==> src/rtl/wb_result_fifo_pkg.sv <==
// rtl/wb_result_fifo_pkg.sv - shared result width, FIFO depth and result-entry type
package wb_result_fifo_pkg;

  localparam int RESULT_W      = 32;
  localparam int WB_FIFO_DEPTH = 4;

  // One buffered execution result: destination select plus data.
  typedef struct packed {
    logic                sel;
    logic [RESULT_W-1:0] data;
  } wb_entry_t;

endpackage

==> src/rtl/wb_fifo_ptr.sv <==
// rtl/wb_fifo_ptr.sv - wrapping pointer with increment enable
module wb_fifo_ptr #(
  parameter int DEPTH = 4,
  parameter int AW    = $clog2(DEPTH)
) (
  input  logic          clk,
  input  logic          rst_n,
  input  logic          inc,
  output logic [AW-1:0] ptr
);

  localparam logic [AW-1:0] ONE = 1;

  // DEPTH is a power of two, so plain overflow of the AW-bit register is the wrap.
  always_ff @(posedge clk or negedge rst_n) begin
    if (!rst_n) begin
      ptr <= '0;
    end else if (inc) begin
      ptr <= ptr + ONE;
    end
  end

endmodule

==> src/rtl/wb_result_fifo.sv <==
// rtl/wb_result_fifo.sv - show-ahead result FIFO feeding the writeback demux
module wb_result_fifo
  import wb_result_fifo_pkg::*;
#(
  parameter int WIDTH = RESULT_W,
  parameter int DEPTH = WB_FIFO_DEPTH
) (
  input  logic                     clk,
  input  logic                     rst_n,
  input  logic                     push,
  input  logic [WIDTH-1:0]         push_data,
  input  logic                     push_sel,
  input  logic                     pop,
  input  logic                     clr_err,
  output logic [WIDTH-1:0]         out_data,
  output logic                     out_sel,
  output logic                     out_valid,
  output logic                     full,
  output logic [$clog2(DEPTH):0]   count,
  output logic                     overflow,
  output logic                     underflow
);

  localparam int AW = $clog2(DEPTH);
  localparam int CW = AW + 1;
  localparam logic [CW-1:0] DEPTH_C = CW'(DEPTH);
  localparam logic [CW-1:0] ONE_C   = 1;

  logic [WIDTH:0]  mem [DEPTH];
  logic [AW-1:0]   wptr;
  logic [AW-1:0]   rptr;
  logic            do_push;
  logic            do_pop;

  assign out_valid = (count != '0);
  assign full      = (count == DEPTH_C);
  assign do_push   = push && (!full || pop);
  assign do_pop    = pop && out_valid;

  assign out_data  = mem[rptr][WIDTH-1:0];
  assign out_sel   = mem[rptr][WIDTH];

  wb_fifo_ptr #(.DEPTH(DEPTH)) u_wptr (
    .clk   (clk),
    .rst_n (rst_n),
    .inc   (do_push),
    .ptr   (wptr)
  );

  wb_fifo_ptr #(.DEPTH(DEPTH)) u_rptr (
    .clk   (clk),
    .rst_n (rst_n),
    .inc   (do_pop),
    .ptr   (rptr)
  );

  // Storage is cleared on reset so the show-ahead outputs are never X.
  always_ff @(posedge clk or negedge rst_n) begin
    if (!rst_n) begin
      for (int i = 0; i < DEPTH; i++) begin
        mem[i] <= '0;
      end
    end else if (do_push) begin
      mem[wptr] <= {push_sel, push_data};
    end
  end

  always_ff @(posedge clk or negedge rst_n) begin
    if (!rst_n) begin
      count <= '0;
    end else if (do_push && !do_pop) begin
      count <= count + ONE_C;
    end else if (do_pop && !do_push) begin
      count <= count - ONE_C;
    end
  end

  // A new error event in the same cycle as clr_err keeps the flag set.
  always_ff @(posedge clk or negedge rst_n) begin
    if (!rst_n) begin
      overflow  <= 1'b0;
      underflow <= 1'b0;
    end else begin
      if (push && full && !pop) begin
        overflow <= 1'b1;
      end else if (clr_err) begin
        overflow <= 1'b0;
      end
      if (pop && !out_valid) begin
        underflow <= 1'b1;
      end else if (clr_err) begin
        underflow <= 1'b0;
      end
    end
  end

endmodule

==> config.mk <==
export PLATFORM = sky130hd
export DESIGN_NAME = wb_result_fifo
export DESIGN_NICKNAME = d
export VERILOG_FILES = /design/src/rtl/wb_result_fifo_pkg.sv /design/src/rtl/wb_fifo_ptr.sv /design/src/rtl/wb_result_fifo.sv
export SDC_FILE = /design/constraint.sdc
export NUM_CORES = 1
export LEC_CHECK = 0
export ABC_AREA = 1
export BUFFER_PORTS_ARGS = -buffer_cell sky130_fd_sc_hd__buf_2
export CORE_ASPECT_RATIO = 1.4
export CORE_MARGIN = 2
export CORE_UTILIZATION = 59
export CTS_CLUSTER_DIAMETER = 100
export DETAILED_ROUTE_END_ITERATION = 10
export PLACE_DENSITY = 0.76
export SLEW_MARGIN = 40
export SYNTH_ARGS = -nofsm -noshare
export SYNTH_HDL_FRONTEND = slang
export SYNTH_SLANG_ARGS = --single-unit
==> constraint.sdc <==
create_clock -name clk -period 2.4 [get_ports clk]
set_input_delay 0.36 -clock clk [delete_from_list [all_inputs] [get_ports clk]]
set_output_delay 0.36 -clock clk [all_outputs]
set_load 0.03 [all_outputs]
Yosys cells after proc, flatten, opt, wreduce, memory -nomap -nowiden
Index checks and enable logic that the tools add are counted.
{"block": "word_totals", "register_bits": 141, "input_bits": 38, "out_inout_bits": 40, "elab_cells": 48}
{"block": "op_classes", "addsub": 4, "order_cmp": 3, "eq_ne": 1, "muxes": 11, "n_bitwise": 2, "reduce_logical": 18}
{"op": "132-bit bitwise mux", "n": 1}
{"op": "33-bit 2-to-1 mux", "n": 3}
{"op": "33-bit binary-select mux with 2-bit select", "n": 1}
{"op": "33-bit demux with 2-bit select", "n": 1}
{"op": "1-bit logical AND", "n": 8}
{"op": "3-bit greater-or-equal comparator (second input constant)", "n": 2}
{"op": "3-bit 2-to-1 mux", "n": 2}
{"op": "2-bit inverter with 3-bit output", "n": 2}
{"op": "2-bit nonzero test", "n": 3}
{"op": "1-bit logical NOT", "n": 5}
{"op": "2-bit by 1-bit adder with 2-bit output (second input constant)", "n": 2}
{"op": "3-bit by 1-bit adder with 3-bit output (second input constant)", "n": 1}
{"op": "3-bit == test (second input constant)", "n": 1}
{"op": "3-bit by 1-bit less-than comparator with 1-bit output (second input constant)", "n": 1}
{"op": "1-bit 2-to-1 mux", "n": 3}
{"op": "3-bit nonzero test", "n": 1}
{"op": "3-bit by 1-bit subtractor with 3-bit output (second input constant)", "n": 1}
{"op": "1-bit logical OR", "n": 1}

Logic depth before layout (Yosys ltp)
Gate-level depths: netlist of run 1.
{"block": "depth", "depth_word": 8, "depth_mapped": 13, "mapped_depth_nobuf": 11}

Cells and area by module
A second synthesis of run 1 with hierarchy kept.
{"block": "hier_totals", "hier_cells": 833, "hier_area_um2": 6785.3}
{"mod": "wb_result_fifo", "instances": 1, "cells_per_inst": 813, "area_each_um2": 6617.6, "seq_area_each_um2": 3428.3}
{"mod": "wb_fifo_ptr", "instances": 2, "cells_per_inst": 10, "area_each_um2": 83.8, "seq_area_each_um2": 50.0}

Worst setup path before layout of run 1
No wires, ideal clock.
{"block": "synth_path", "kind": "reg2reg", "startpoint": "register count[0]", "endpoint": "register count[2]", "setup_ps": 123, "arrival_time_ps": 2025, "t_required_ps": 2277, "setup_slack_ps": 251, "path_stages_with_launch": 13, "n_path_buf": 2, "period_less_slack_ps": 2149, "path_cell_list": "dfrtp_1 > nor2_2 > nand3_2 > buf_6 > buf_6 > nand2_1 > inv_1 > ha_1 > inv_1 > fa_1 > nand2_1 > nand3_1 > xor2_1"}
{"block": "synth_between", "elab_chain_cells": 7, "word_cells_on_any_way": 15, "classes_between": "2 x add/sub; 1 x eq/ne; 2 x mux; 10 x reduce/logical"}
{"element": "from (decl)", "line_no": "wb_result_fifo.sv:19", "rtl": "output logic [$clog2(DEPTH):0] count,"}
{"element": "from (signal assigned)", "line_no": "wb_result_fifo.sv:72", "rtl": "count <= count + ONE_C;"}
{"element": "from (signal assigned)", "line_no": "wb_result_fifo.sv:74", "rtl": "count <= count - ONE_C;"}
{"element": "3-bit == test *", "line_no": "wb_result_fifo.sv:36", "rtl": "assign full = (count == DEPTH_C);"}
{"element": "1-bit logical NOT *", "line_no": "wb_result_fifo.sv:37", "rtl": "assign do_push = push && (!full || pop);"}
{"element": "1-bit logical OR *", "line_no": "wb_result_fifo.sv:37"}
{"element": "1-bit logical AND *", "line_no": "wb_result_fifo.sv:37"}
{"element": "named net do_push", "line_no": "wb_result_fifo.sv:32", "rtl": "logic do_push;"}
{"element": "1-bit logical NOT", "line_no": "wb_result_fifo.sv:73", "rtl": "end else if (do_pop && !do_push) begin"}
{"element": "1-bit logical AND", "line_no": "wb_result_fifo.sv:73"}
{"element": "2-bit nonzero test (no line)"}
Mark *: on every way through the listed nets, which the timed path passes. The rest lies on a longest branch. The select of a mux whose other input is x is not followed.
A chain may end at the register's enable or synchronous reset.

Final worst setup path of run 1
{"block": "layout_path", "startpoint": "register u_rptr.ptr[1]", "endpoint": "output out_data[23]"}
{"block": "layout_between", "elab_chain_cells": 4}
{"element": "from (decl)", "line_no": "wb_fifo_ptr.sv:9", "rtl": "output logic [AW-1:0] ptr"}
{"element": "from (signal assigned)", "line_no": "wb_fifo_ptr.sv:19", "rtl": "ptr <= ptr + ONE;"}
{"element": "2-bit inverter with 3-bit output (not written as such)", "line_no": "wb_result_fifo.sv:40", "rtl": "assign out_data = mem[rptr][WIDTH-1:0];"}
{"element": "33-bit binary-select mux with 2-bit select", "line_no": "wb_result_fifo.sv:40"}
{"element": "33-bit 2-to-1 mux (2 in a row)"}
{"element": "to (decl)", "line_no": "wb_result_fifo.sv:15", "rtl": "output logic [WIDTH-1:0] out_data,"}
No other way between the ends. The select of a mux whose other input is x is not followed.

==> results of run 1 <==
layout by cell type (no fill, tap or decap), drive strengths merged, types with 8 or more instances in the layout:
| cell type | instances |
|---|---|
| nand2 | 278 |
| dfrtp | 141 |
| nand4 | 132 |
| buf | 103 |
| o21ai | 68 |
| nor2 | 67 |
| o22ai | 34 |
| clkbuf | 26 |
| inv | 11 |
| nand3 | 8 |
power by group through the flow:
stage	clock network [mW]	logic [mW]	registers, mW
floorplan	0	4.21	4.00
global placement	0	5.77	4.05
detailed placement	0	5.91	4.08
CTS	2.85	5.97	4.08
global route	2.96	6.54	4.22
finish	2.82	6.01	4.09
metal layers:
metal | track usage [%] | routed length [microns] | up-vias
met5 | 0 | 0 | -
met4 | 12.96 | 474 | 0
met3 | 5.562 | 1540 | 50
met2 | 50.32 | 9475 | 369
met1 | 44.89 | 7589 | 3039
li1 | - | - | 2933
state kept, by name, summed over array words and instances, names as in the netlist:
name,flops
count,3
mem,132
overflow,1
u_rptr.ptr,2
u_wptr.ptr,2
underflow,1
synth_stat cells:
cell type,n
buf_1,13
buf_2,27
buf_4,5
buf_6,8
clkbuf_1,26
dfrtp_1,141
fa_1,1
ha_1,5
inv_1,12
nand2_1,278
nand3_1,5
nand3_2,3
nand4_1,132
nor2_1,66
nor2_2,1
nor3_1,1
o21ai_0,68
o22ai_1,34
xnor2_1,2
xor2_1,2
critical path: cells and delay by family, from the launching register on:
family / cells / cell delay, ps
buffers and inverters: 3 / 820
DFF: 1 / 390
AOI/OAI and AO/OA: 2 / 330
cell families after synthesis:
logic type / count (synthesis) / synth area share (%)
simple gates: 486 / 31.94
flops: 141 / 51.61
compound gates: 102 / 8.089
buf+inv: 91 / 6.644
fa+ha+maj: 6 / 1.208
xor+xnor: 4 / 0.5125
area by class of cell:
class                      instances  share of cell area, %
clock buffer                      26                  6.319
clock inverter                     6                  1.647
inverter                          12                 0.5860
multi-input combinational        598                  36.22
sequential                       141                  44.68
tap                              144                  2.281
timing repair buffer             104                  8.267
path summary, 6_finish.rpt:
check	cells after the start	slack [ps]	endpoint
setup / recovery	5	70	out_data[23]
max in group asynchronous	3	1180	mem[26]
setup reg to reg	9	410	count[2]
hold / removal	2	140	overflow
hold reg to reg	2	460	mem[33]
min in group asynchronous	2	480	mem[62]
per-stage QoR:
step | instance area [sq um] | worst slack, ps
after floorplan | 6837 | 251.4
after global placement | 7256 | 490.0
after detailed placement | 7256 | 423.7
after CTS | 7895 | 0.9441
after global routing | 7900 | 22.46
final | 7900 | 69.01
what timing repair did:
| action | in CTS | in global routing |
|---|---|---|
| hold endpoints to repair | 56 | 0 |
| endpoints found under the setup margin | 0 | 32 |
| gates resized for setup | 0 | 2 |
| hold buffers | 1 | 0 |
==> impl_metrics.json, run 1 <==
{
  "status": "completed",
  "ir_drop_v": 0.0009447,
  "max_stage_delay_ps": 390,
  "grt_max_degree": 139,
  "finalHoldViolations": 0,
  "critPathCaptureType": "output port",
  "cap_violations": 0,
  "core-area_sq_um": 11340,
  "period_needed_ps": 2331,
  "ys_top_cells_by_area": "dfrtp_1 52%, nand2_1 15%, nand4_1 12%, o21ai_0 5.0%, nor2_1 3.6%",
  "startpoint_type": "flop",
  "gr-total-overflow": 0,
  "antenna_found_initial": 0,
  "drt_first_pass_iters": 5,
  "p_leak_nw": 4.059,
  "syn_area_per_cell_sq_um": 8.237,
  "seqPwrFrac_pct": 31.6,
  "wl_per_cell_microns": 18.51,
  "multiInputGateArea_sq_um": 2861,
  "cts_tree": "yes",
  "ys_types": 20,
  "swShare_pct": 45.00,
  "layout-drive-gt1-share_pct": 15.33,
  "ys_seq_area_share_pct": 51.61,
  "fin_util_pct": 69.68,
  "netlist_area_sq_um": 6837,
  "slew_headroom_pct": 54.98,
  "rows": 46,
  "min_path_type": "in2reg",
  "grt_pass1_wl_microns": 31750,
  "post-place-cells": 998,
  "p_int_mw": 7.112,
  "rsz0062_at_grt": "no",
  "ctsLongestPathBuffers": 2,
  "r2r_start": "count[1]",
  "powerDensity_nw_per_um2": 1637,
  "nFillCells": 875,
  "hpwl_microns": 10570,
  "stdcell_count": 1031,
  "clock-sinks": 141,
  "fin_nets": 918,
  "skew_ps": 7.772,
  "ys_seq_elements": 141,
  "synth_top_area_share_pct": 51.61,
  "regArea_sq_um": 3530,
  "drv_slew": 0,
  "cp.arrival_ps": 1970,
  "synth_nets": 874,
  "postCtsSetupRepairBufs": 0,
  "ant_nets": 0,
  "critical_path_required_ps": 2040,
  "power_switching_mw": 5.819,
  "clockPowerShare_pct": 21.8,
  "yosysWarnings": 0,
  "io_buffers": 77,
  "initial_core_util_pct": 60.30,
  "clock-root-buffer": "clkbuf_16",
  "syn_inst": 830,
  "crit_start": "u_rptr.ptr[1]",
  "tightest_slew_ps": 675.3,
  "fin_hold_ws_ps": 142.5,
  "syn2layout_area_growth_pct": 15.56,
  "drt_wl_total_microns": 19080,
  "clk_latency_ps": 420,
  "via_count": 6391,
  "path_max_fanout": 15,
  "cts.htree.levels": 4,
  "cts_buffers": 17,
  "hold_start": "clr_err",
  "dieArea_sq_um": 12480,
  "fp.dieH_microns": 131.4,
  "io_pins": 78,
  "pwr-share-comb_pct": 46.5,
  "place.gp.congestion": 0.8168,
  "fin_tns_setup_ps": 0,
  "finalSetupViolCount": 0,
  "total_power_mw": 12.93,
  "drc_errors": 0,
  "worstPathCellList": "inv_1 > buf_4 > o21ai_0 > o22ai_1 > buf_2",
  "grt.total_usage_pct": 32.29,
  "grt_pass1_vias": 6432,
  "drtIter0Drc": 655,
  "fmax_mhz": 429.0,
  "path_clk_slew_ps": 60,
  "crit_type": "reg2out",
  "finalCritPeriodShare_pct": 97.12,
  "antenna_cells": 0,
  "dieWidth_microns": 94.98,
  "cp_slowest_cell": "dfrtp_1",
  "yosys.area.top_type": "dfrtp_1",
  "viasPerCell": 6.199
}
Power figures use the tool's default switching activity.
==> run 2: changes to the inputs <==
--- a/config.mk
+++ b/config.mk
@@ -6,7 +6,7 @@
 export NUM_CORES = 1
 export LEC_CHECK = 0
 export ABC_AREA = 1
-export BUFFER_PORTS_ARGS = -buffer_cell sky130_fd_sc_hd__buf_2
+export BUFFER_PORTS_ARGS = -buffer_cell sky130_fd_sc_hd__buf_4
 export CORE_ASPECT_RATIO = 1.4
 export CORE_MARGIN = 2
 export CORE_UTILIZATION = 59
==> run 2 against run 1 <==
Effect of this change: via count up 0.61%; sequential share of layout area decreased by 1.2 points; final area increased by 2.7%; count of clock-buffer cells in the layout shrank 7; global-route usage decreased by 0.26 points; first-iteration DRC count decreased by 5.6%; final cell count grew 0.29%; die area is the same; critical path type unchanged; highest routed layer unchanged.
==> impl_metrics.json, run 2 (synthesized netlist as in run 1, its figures left out) <==
{
  "startpoint_type": "flop",
  "powerDensity_nw_per_um2": 1636,
  "cp.arrival_ps": 1950,
  "cts_buffers": 17,
  "wl_per_cell_microns": 18.36,
  "dieArea_sq_um": 12480,
  "fp.dieH_microns": 131.4,
  "core-area_sq_um": 11340,
  "rows": 46,
  "fin_hold_ws_ps": 139.8,
  "cpMostUsedCell": "buf_4",
  "cts_tree": "yes",
  "largestRegisters": "mem (132), count (3)",
  "viasPerCell": 6.219,
  "largest_register_ffs": 132,
  "slew_headroom_pct": 56.81,
  "rrSetupSlack_ps": 340,
  "finalSetupViolCount": 0,
  "path_clk_slew_ps": 60,
  "syn2layout_area_growth_pct": 18.65,
  "gr-total-overflow": 0,
  "design_area_sq_um": 8112,
  "post-place-cells": 1001,
  "reg2reg_depth": 9,
  "min_path_type": "in2reg",
  "stdcell_count": 1034,
  "skew_ps": 9.250,
  "cp.depth": 5,
  "rsz0062_at_grt": "no",
  "nFillCells": 848,
  "drt_wl_total_microns": 18980,
  "finalHoldViolations": 0,
  "place.gp.congestion": 0.7920,
  "cts.htree.levels": 4,
  "clk_latency_ps": 420,
  "cap_violations": 0,
  "clock-sinks": 141,
  "tightest_slew_ps": 647.8,
  "critPathCaptureType": "output port",
  "io_pins": 78,
  "drc_errors": 0,
  "top_register": "mem",
  "dieWidth_microns": 94.98,
  "via_count": 6430,
  "hpwl_microns": 10640,
  "r2r_start": "count[1]",
  "layout_commonest_cell": "nand2_1",
  "fin_tns_setup_ps": 0,
  "antenna_found_initial": 0,
  "cp_slowest_cell": "dfrtp_1",
  "drtIter0Drc": 618,
  "worstPathCellList": "inv_1 > buf_4 > o21ai_0 > o22ai_1 > buf_4",
  "postCtsSetupRepairBufs": 0,
  "antenna_cells": 0,
  "path_max_fanout": 15,
  "drt_first_pass_iters": 5,
  "finalCritPeriodShare_pct": 96.12,
  "io_buffers": 77,
  "ctsLongestPathBuffers": 2,
  "max_stage_delay_ps": 380,
  "crit_start": "u_rptr.ptr[1]",
  "clock-root-buffer": "clkbuf_16",
  "grt_pass1_wl_microns": 31550,
  "cp.buffers_inverters": 3,
  "ant_nets": 0,
  "fin_nets": 921,
  "p_leak_nw": 4.118,
  "initial_core_util_pct": 60.30,
  "layout-drive-gt1-share_pct": 16.07,
  "fin_util_pct": 71.54,
  "cp-endpoint": "out_data[26]",
  "crit_type": "reg2out",
  "fmax_mhz": 433.5,
  "period_needed_ps": 2307,
  "grt_max_degree": 139,
  "ir_drop_v": 0.001139,
  "worstReg2RegEnd": "count[2]",
  "mostFrequentLayoutCells": "278 x nand2_1, 140 x dfrtp_1, 132 x nand4_1, 100 x buf_4, 68 x o21ai_0",
  "path_delay_family": "buffers and inverters",
  "placed_cell_area_sq_um": 7466,
  "grt.total_usage_pct": 32.04,
  "grt_pass1_vias": 6463,
  "critical_path_required_ps": 2040,
  "drv_slew": 0,
  "status": "completed"
}
## run 2: how the worst min path moves through the flow
stage	startpoint	to	slack [ps]	cells past startpoint
final	clr_err	overflow	140	2
after global routing	clr_err	underflow	150	2
after CTS	clr_err	overflow	130	2
after detailed placement	rst_n	mem[128]	410	1
after global placement	rst_n	mem[62]	400	1
after floorplan	rst_n	count[0]	60	0
## run 2: repair_timing
item / CTS / global route
endpoints found under the hold margin: 64 / 0
hold buffers: 1 / 0
gates resized for setup: 0 / 3
endpoints found under the setup margin: 0 / 24
## run 2: routing by layer
layer	vias to the layer above	routed length [microns]	track usage (%)
met5	-	0	0
met4	0	433	12.56
met3	46	1528	7.856
met2	337	9379	51.30
met1	3113	7641	41.70
li1	2934	-	-
## run 2: through the flow
step / setup WS [ps] / power, mW
6_report: 93.04 / 13.27
3_3_place_gp: 508.4 / 10.20
3_5_place_dp: 351.7 / 10.39
4_1_cts: 1.530 / 13.22
2_1_floorplan: 251.4 / 8.208
5_1_grt: 27.43 / 14.08
## run 2: cell type report
class,instances,area (sq um),share of cell area [%]
timing repair buffer,107,863.3,10.64
clock buffer,19,442.9,5.460
clock inverter,13,186.4,2.298
multi-input combinational,598,2861,35.28
inverter,12,47.55,0.5861
sequential,141,3530,43.51
tap,144,180.2,2.221
## run 2: where the power goes
part	switching, mW	internal [mW]
Combinational	4.26	2.14
Sequential	0.609	3.47
Clock	1.02	1.77
